**src/rtl/fft16_r2_ctrl.sv**
```systemverilog
// fft16_r2_ctrl: sequencer for an in-place 16-point radix-2 DIT FFT datapath.
// On start it walks 4 stages x 8 butterflies and issues one butterfly per cycle.
// It replays each read address pair as a write-back BFLY_LAT cycles later, and it
// inserts a drain barrier between stages so no stage reads before the previous
// stage has written.
//
// Ports:
//   clk, rst_n                 clock, synchronous active-low reset
//   start                      request one transform (ignored while busy)
//   busy, done                 run in progress / one-cycle completion pulse
//   rd_en, rd_addr_a/b         butterfly issue strobe and leg addresses
//   tw_addr, rd_stage          twiddle ROM index and stage of the issued butterfly
//   wr_en, wr_addr_a/b         write-back strobe and leg addresses
//   wr_stage                   stage tag of the write-back
module fft16_r2_ctrl #(
  parameter int unsigned BFLY_LAT = 3
) (
  input  logic       clk,
  input  logic       rst_n,
  input  logic       start,
  output logic       busy,
  output logic       done,
  output logic       rd_en,
  output logic [3:0] rd_addr_a,
  output logic [3:0] rd_addr_b,
  output logic [2:0] tw_addr,
  output logic [1:0] rd_stage,
  output logic       wr_en,
  output logic [3:0] wr_addr_a,
  output logic [3:0] wr_addr_b,
  output logic [1:0] wr_stage
);

  localparam logic [3:0] DrainInit = 4'(BFLY_LAT - 1);

  typedef enum logic [1:0] {StIdle, StIssue, StDrain} state_e;

  typedef struct packed {
    logic       valid;
    logic [3:0] addr_a;
    logic [3:0] addr_b;
    logic [1:0] stage;
  } wb_t;

  state_e     state_q, state_d;
  logic [1:0] stage_q, stage_d;
  logic [2:0] bfly_q, bfly_d;
  logic [3:0] drain_q, drain_d;

  logic       busy_q, busy_d;
  logic       done_q, done_d;
  logic       rd_en_q, rd_en_d;
  logic [3:0] rd_a_q, rd_a_d;
  logic [3:0] rd_b_q, rd_b_d;
  logic [2:0] tw_q, tw_d;
  logic [1:0] rd_stage_q, rd_stage_d;

  wb_t        pipe_q [BFLY_LAT];

  // Next-state logic.
  always_comb begin
    state_d = state_q;
    stage_d = stage_q;
    bfly_d  = bfly_q;
    drain_d = drain_q;
    done_d  = 1'b0;
    unique case (state_q)
      StIdle: begin
        if (start) begin
          state_d = StIssue;
          stage_d = 2'd0;
          bfly_d  = 3'd0;
        end
      end
      StIssue: begin
        if (bfly_q == 3'd7) begin
          state_d = StDrain;
          drain_d = DrainInit;
        end else begin
          bfly_d = bfly_q + 3'd1;
        end
      end
      StDrain: begin
        if (drain_q == 4'd0) begin
          if (stage_q != 2'd3) begin
            state_d = StIssue;
            stage_d = stage_q + 2'd1;
            bfly_d  = 3'd0;
          end else begin
            state_d = StIdle;
            done_d  = 1'b1;
          end
        end else begin
          drain_d = drain_q - 4'd1;
        end
      end
      default: state_d = StIdle;
    endcase
  end

  // Read-side outputs are registered from the next state so they line up with
  // the butterfly the FSM is issuing in that cycle. Bit s of the top-leg address
  // is always 0; the butterfly index is split around it (low s bits = j).
  always_comb begin
    busy_d     = (state_d != StIdle);
    rd_en_d    = (state_d == StIssue);
    rd_a_d     = 4'd0;
    tw_d       = 3'd0;
    rd_stage_d = 2'd0;
    if (rd_en_d) begin
      rd_stage_d = stage_d;
      unique case (stage_d)
        2'd0: begin
          rd_a_d = {bfly_d, 1'b0};
          tw_d   = 3'd0;
        end
        2'd1: begin
          rd_a_d = {bfly_d[2:1], 1'b0, bfly_d[0]};
          tw_d   = {bfly_d[0], 2'b00};
        end
        2'd2: begin
          rd_a_d = {bfly_d[2], 1'b0, bfly_d[1:0]};
          tw_d   = {bfly_d[1:0], 1'b0};
        end
        default: begin
          rd_a_d = {1'b0, bfly_d};
          tw_d   = bfly_d;
        end
      endcase
    end
    rd_b_d = rd_en_d ? (rd_a_d | (4'd1 << stage_d)) : 4'd0;
  end

  always_ff @(posedge clk) begin
    if (!rst_n) begin
      state_q    <= StIdle;
      stage_q    <= 2'd0;
      bfly_q     <= 3'd0;
      drain_q    <= 4'd0;
      busy_q     <= 1'b0;
      done_q     <= 1'b0;
      rd_en_q    <= 1'b0;
      rd_a_q     <= 4'd0;
      rd_b_q     <= 4'd0;
      tw_q       <= 3'd0;
      rd_stage_q <= 2'd0;
      for (int i = 0; i < int'(BFLY_LAT); i++) pipe_q[i] <= '0;
    end else begin
      state_q    <= state_d;
      stage_q    <= stage_d;
      bfly_q     <= bfly_d;
      drain_q    <= drain_d;
      busy_q     <= busy_d;
      done_q     <= done_d;
      rd_en_q    <= rd_en_d;
      rd_a_q     <= rd_a_d;
      rd_b_q     <= rd_b_d;
      tw_q       <= tw_d;
      rd_stage_q <= rd_stage_d;
      // Entry k holds the issue from k+1 cycles ago; the last entry is exactly
      // BFLY_LAT cycles behind rd_en.
      pipe_q[0]  <= '{valid: rd_en_q, addr_a: rd_a_q, addr_b: rd_b_q, stage: rd_stage_q};
      for (int i = 1; i < int'(BFLY_LAT); i++) pipe_q[i] <= pipe_q[i-1];
    end
  end

  assign busy      = busy_q;
  assign done      = done_q;
  assign rd_en     = rd_en_q;
  assign rd_addr_a = rd_a_q;
  assign rd_addr_b = rd_b_q;
  assign tw_addr   = tw_q;
  assign rd_stage  = rd_stage_q;
  assign wr_en     = pipe_q[BFLY_LAT-1].valid;
  assign wr_addr_a = pipe_q[BFLY_LAT-1].addr_a;
  assign wr_addr_b = pipe_q[BFLY_LAT-1].addr_b;
  assign wr_stage  = pipe_q[BFLY_LAT-1].stage;

endmodule

```
**config.mk**
```make
export PLATFORM = sky130hd
export DESIGN_NAME = fft16_r2_ctrl
export DESIGN_NICKNAME = d
export VERILOG_FILES = /design/src/rtl/fft16_r2_ctrl.sv
export SDC_FILE = /design/constraint.sdc
export NUM_CORES = 1
export LEC_CHECK = 0
export ABC_AREA = 0
export BUFFER_PORTS_ARGS = -buffer_cell sky130_fd_sc_hd__buf_2
export CAP_MARGIN = 10
export CORE_MARGIN = 4
export CORE_UTILIZATION = 62
export CTS_BUF_LIST = sky130_fd_sc_hd__clkbuf_2
export DETAILED_ROUTE_END_ITERATION = 10
export MAX_ROUTING_LAYER = met4
export PLACE_DENSITY_LB_ADDON = 0.2
export SYNTH_ARGS = -nofsm -noshare
export SYNTH_HDL_FRONTEND = slang
export SYNTH_SLANG_ARGS = --single-unit
```
**constraint.sdc**
```tcl
create_clock -name clk -period 2.8 [get_ports clk]
set_input_delay 0.14 -clock clk [delete_from_list [all_inputs] [get_ports clk]]
set_output_delay 0.14 -clock clk [all_outputs]
set_load 0.05 [all_outputs]
```
==> impl_results.md <==
* Main flop type after synthesis: dfxtp_1
* Synthesis warning total at 0
* Min-Delay Path Class: in2reg
* FILL cells at ~240
* WP data arrival at ~2.7 ns
* Cell Pwr Density at about 630 nW/um^2
* Initial antenna violation count at 0
* Unrepaired setup endpoints after global routing: false
* FP Rows at 20
* Worst rel slew slack at 0.596
* Die Width at between 60 and 70 um
* DRC at 0
* Area contributors post-synth: dfxtp_1 57%, and2_1 12%, buf_4 3.6%
* #FFs+latches synth at 60
* Final core occ at 0.735
* Worst slew pin tran at between 0.6 and 0.7 ns
* Clock root cell: clkbuf_2
* Post-Layout Cell Count at between 200 and 300
* Minimum clock period at between 2 and 2.5 ns
* Synth unique cells at between 40 and 50
* Max clock buf depth at 2
* Io pins at 30
* Vias in the first global route at ~1,400
* Starting Density at 0.669
* Startpoint class of the critical path: flip-flop
* Register-to-Register Path Depth at 8
* Via count at ~1,400
* Layout area overhead at 9.90%
* Total grt overflow at 0
* Number of diodes at 0
* Async SR Flop Fraction at 0
* Global-route wire length before repair at ~6.3 mm
* DR iter-0 viols at 65
* Mean post-synth cell area at a little over 10 sq um
* Kind of critical path: reg2reg
* Maximum VDD drop at around 350 uV
* Crit. End Element: flip-flop
* Final Cycle Share at 0.821
* Met3 wire len at between 150 and 200 um
* Layout cells sized above 1 at 0.201
* Metal1 wirelength at 1.65 mm
* Dpl cell area at ~2200 sq um
* Design area at 2320 sq um
* Status: complete, no violations
* Antenna viol nets, final at 0
* Cell taking the most area after synthesis: dfxtp_1
* Port bufs at 29
* Routed WL at between 3 and 4 mm
* Die area at approximately 4400 sq um
* Leak at roughly 1.1 nW
* Final HPWL DP at 2.64 mm
* TritonCTS Buffers at 9
* Post-CTS setup buffers at 0
* Max FO, Critical Path at 12
* Worst Hold Depth at 3
* Synth Cell Area at 2110 sq um
* Post-CTS Resized at 0
* Max Fclk at about 430 MHz
* Syn_nets at 211
* Cts hold-fix bufs at 0
* GPL Wtd Cong at between 0.8 and 0.9
* CTS tree: built
* Nets@finish at 235
* Gr usage total at 0.203
* Max Used Layer: met4
* EDFF count, synth at 0
* Clk_lat worst skew at around 0.46 ns
* Top-area cell type share of the netlist area at 0.569
* Routed len/inst at about 14 um
* Setup TNS Final at 0 ns
* Synthesized instance count at 205
* Final max-slew violation count at 0
* Hold Fails Final Rpt at 0
* Register area share after synthesis at 0.569
* CTS H-Tree Depth at 3
* Crit path required time at roughly 3.2 ns
* Drt pass-1 iters at 4
* Met2 Wirelength at around 1.9 mm
* Max Cap Viol at 0
* Core Area at 3150 sq um
* CTS Sinks at 60
* CTS clock-pin slew for the worst setup and hold paths at ~0.15 ns
* DR vias/cell at approximately 5.2
* Final Skew at roughly 0.019 ns
* Die span in y at between 60 and 70 um
* Cell Count Post-Placement at roughly 260
* Largest net degree at the start of global routing at between 40 and 50
* Final setup fails at 0
==> state kept, by name, indices dropped and copies added (netlist names) <==
| name | count |
|---|---|
| rd_en | 1 |
| rd_addr_a | 4 |
| done | 1 |
| rd_addr_b | 4 |
| rd_stage | 2 |
| bfly_q | 3 |
| busy | 1 |
| stage_q | 2 |
| tw_addr | 3 |
| state_q | 2 |
| pipe_q | 33 |
| drain_q | 4 |
==> worst paths after layout <==
path | from | to | slack [ns]
setup / recovery | drain_q[0]$_SDFFE_PN0P_ | tw_addr[1]$_SDFF_PN0_ | 0.50
hold reg to reg | pipe_q[0][8]$_SDFF_PN0_ | pipe_q[0][19]$_SDFF_PN0_ | 0.45
hold / removal | rst_n | drain_q[1]$_SDFFE_PN0P_ | 0.19
setup reg to reg | drain_q[0]$_SDFFE_PN0P_ | tw_addr[1]$_SDFF_PN0_ | 0.50
==> kinds of logic after synthesis <==
logic type / after synthesis / share of synthesized area
simple gates: 87 / 0.241
flops: 60 / 0.569
xor+xnor: 2 / 0.00831
fa+ha+maj: 3 / 0.0178
buf+inv: 26 / 0.0652
compound gates: 27 / 0.0979
==> placed cells by master, fill, tap and decap left out, drive strengths merged, types with 3 or more instances in the layout <==
cell type and instances:
dfxtp 60, and2 40, buf 30, nand2 12
nor2 10, clkbuf 10, inv 9, a21oi 6
clkinv 5, o21ai 4, nand2b 3, nor2b 3
nand3 3, nor3 3, ha 3
==> per-stage QoR <==
| stage | setup WS [ns] | hold WS [ns] | power [mW] |
|---|---|---|---|
| floorplan | 0.959 | 0.276 | 0.960 |
| global placement | 0.749 | 0.414 | 0.977 |
| detailed placement | 0.548 | 0.422 | 0.980 |
| CTS | 0.537 | 0.171 | 1.47 |
| global route | 0.292 | 0.195 | 1.52 |
| finish | 0.501 | 0.190 | 1.46 |
==> cell type report <==
cell class / count / area, sq um / share of cell area
flip-flops and latches: 60 / 1200 / 0.518
multi-input cells: 119 / 771 / 0.332
repair buffers: 30 / 153 / 0.0658
clock inverters: 6 / 55.1 / 0.0237
well taps: 44 / 55.1 / 0.0237
clock buffers: 10 / 50.0 / 0.0216
inverters: 9 / 33.8 / 0.0146
==> Yosys cell counts, types with 2 or more instances <==
library cell  number
dfxtp_1           60
and2_1            40
nand2_1           11
buf_4             10
nor2_1            10
inv_1              9
a21oi_1            6
clkbuf_1           5
o21ai_0            4
ha_1               3
nand2b_1           3
nand3_1            3
nor2b_1            3
nor3_1             3
a211oi_1           2
and3_1             2
buf_2              2
nand4_1            2
o21a_1             2
==> report_power, final <==
group | total (mW) | switching (mW) | internal (mW)
Clock | 0.496 | 0.294 | 0.202
Sequential | 0.878 | 0.00807 | 0.870
Combinational | 0.0851 | 0.0604 | 0.0247
==> critical path, cell delays in order (launching register included) <==
cell	delay, ns
dfxtp_1	0.36
inv_1	0.09
ha_1	0.18
or3b_1	0.42
nand2_1	0.11
nand4_1	0.44
inv_1	0.28
nand2_1	0.13
a211oi_1	0.23
==> per-layer routing <==
| metal | track usage | up-vias |
|---|---|---|
| met5 | - | - |
| met4 | 0.119 | 0 |
| met3 | 0.0629 | 10 |
| met2 | 0.307 | 39 |
| met1 | 0.235 | 674 |
| li1 | - | 723 |
Power figures use the tool's default switching activity.
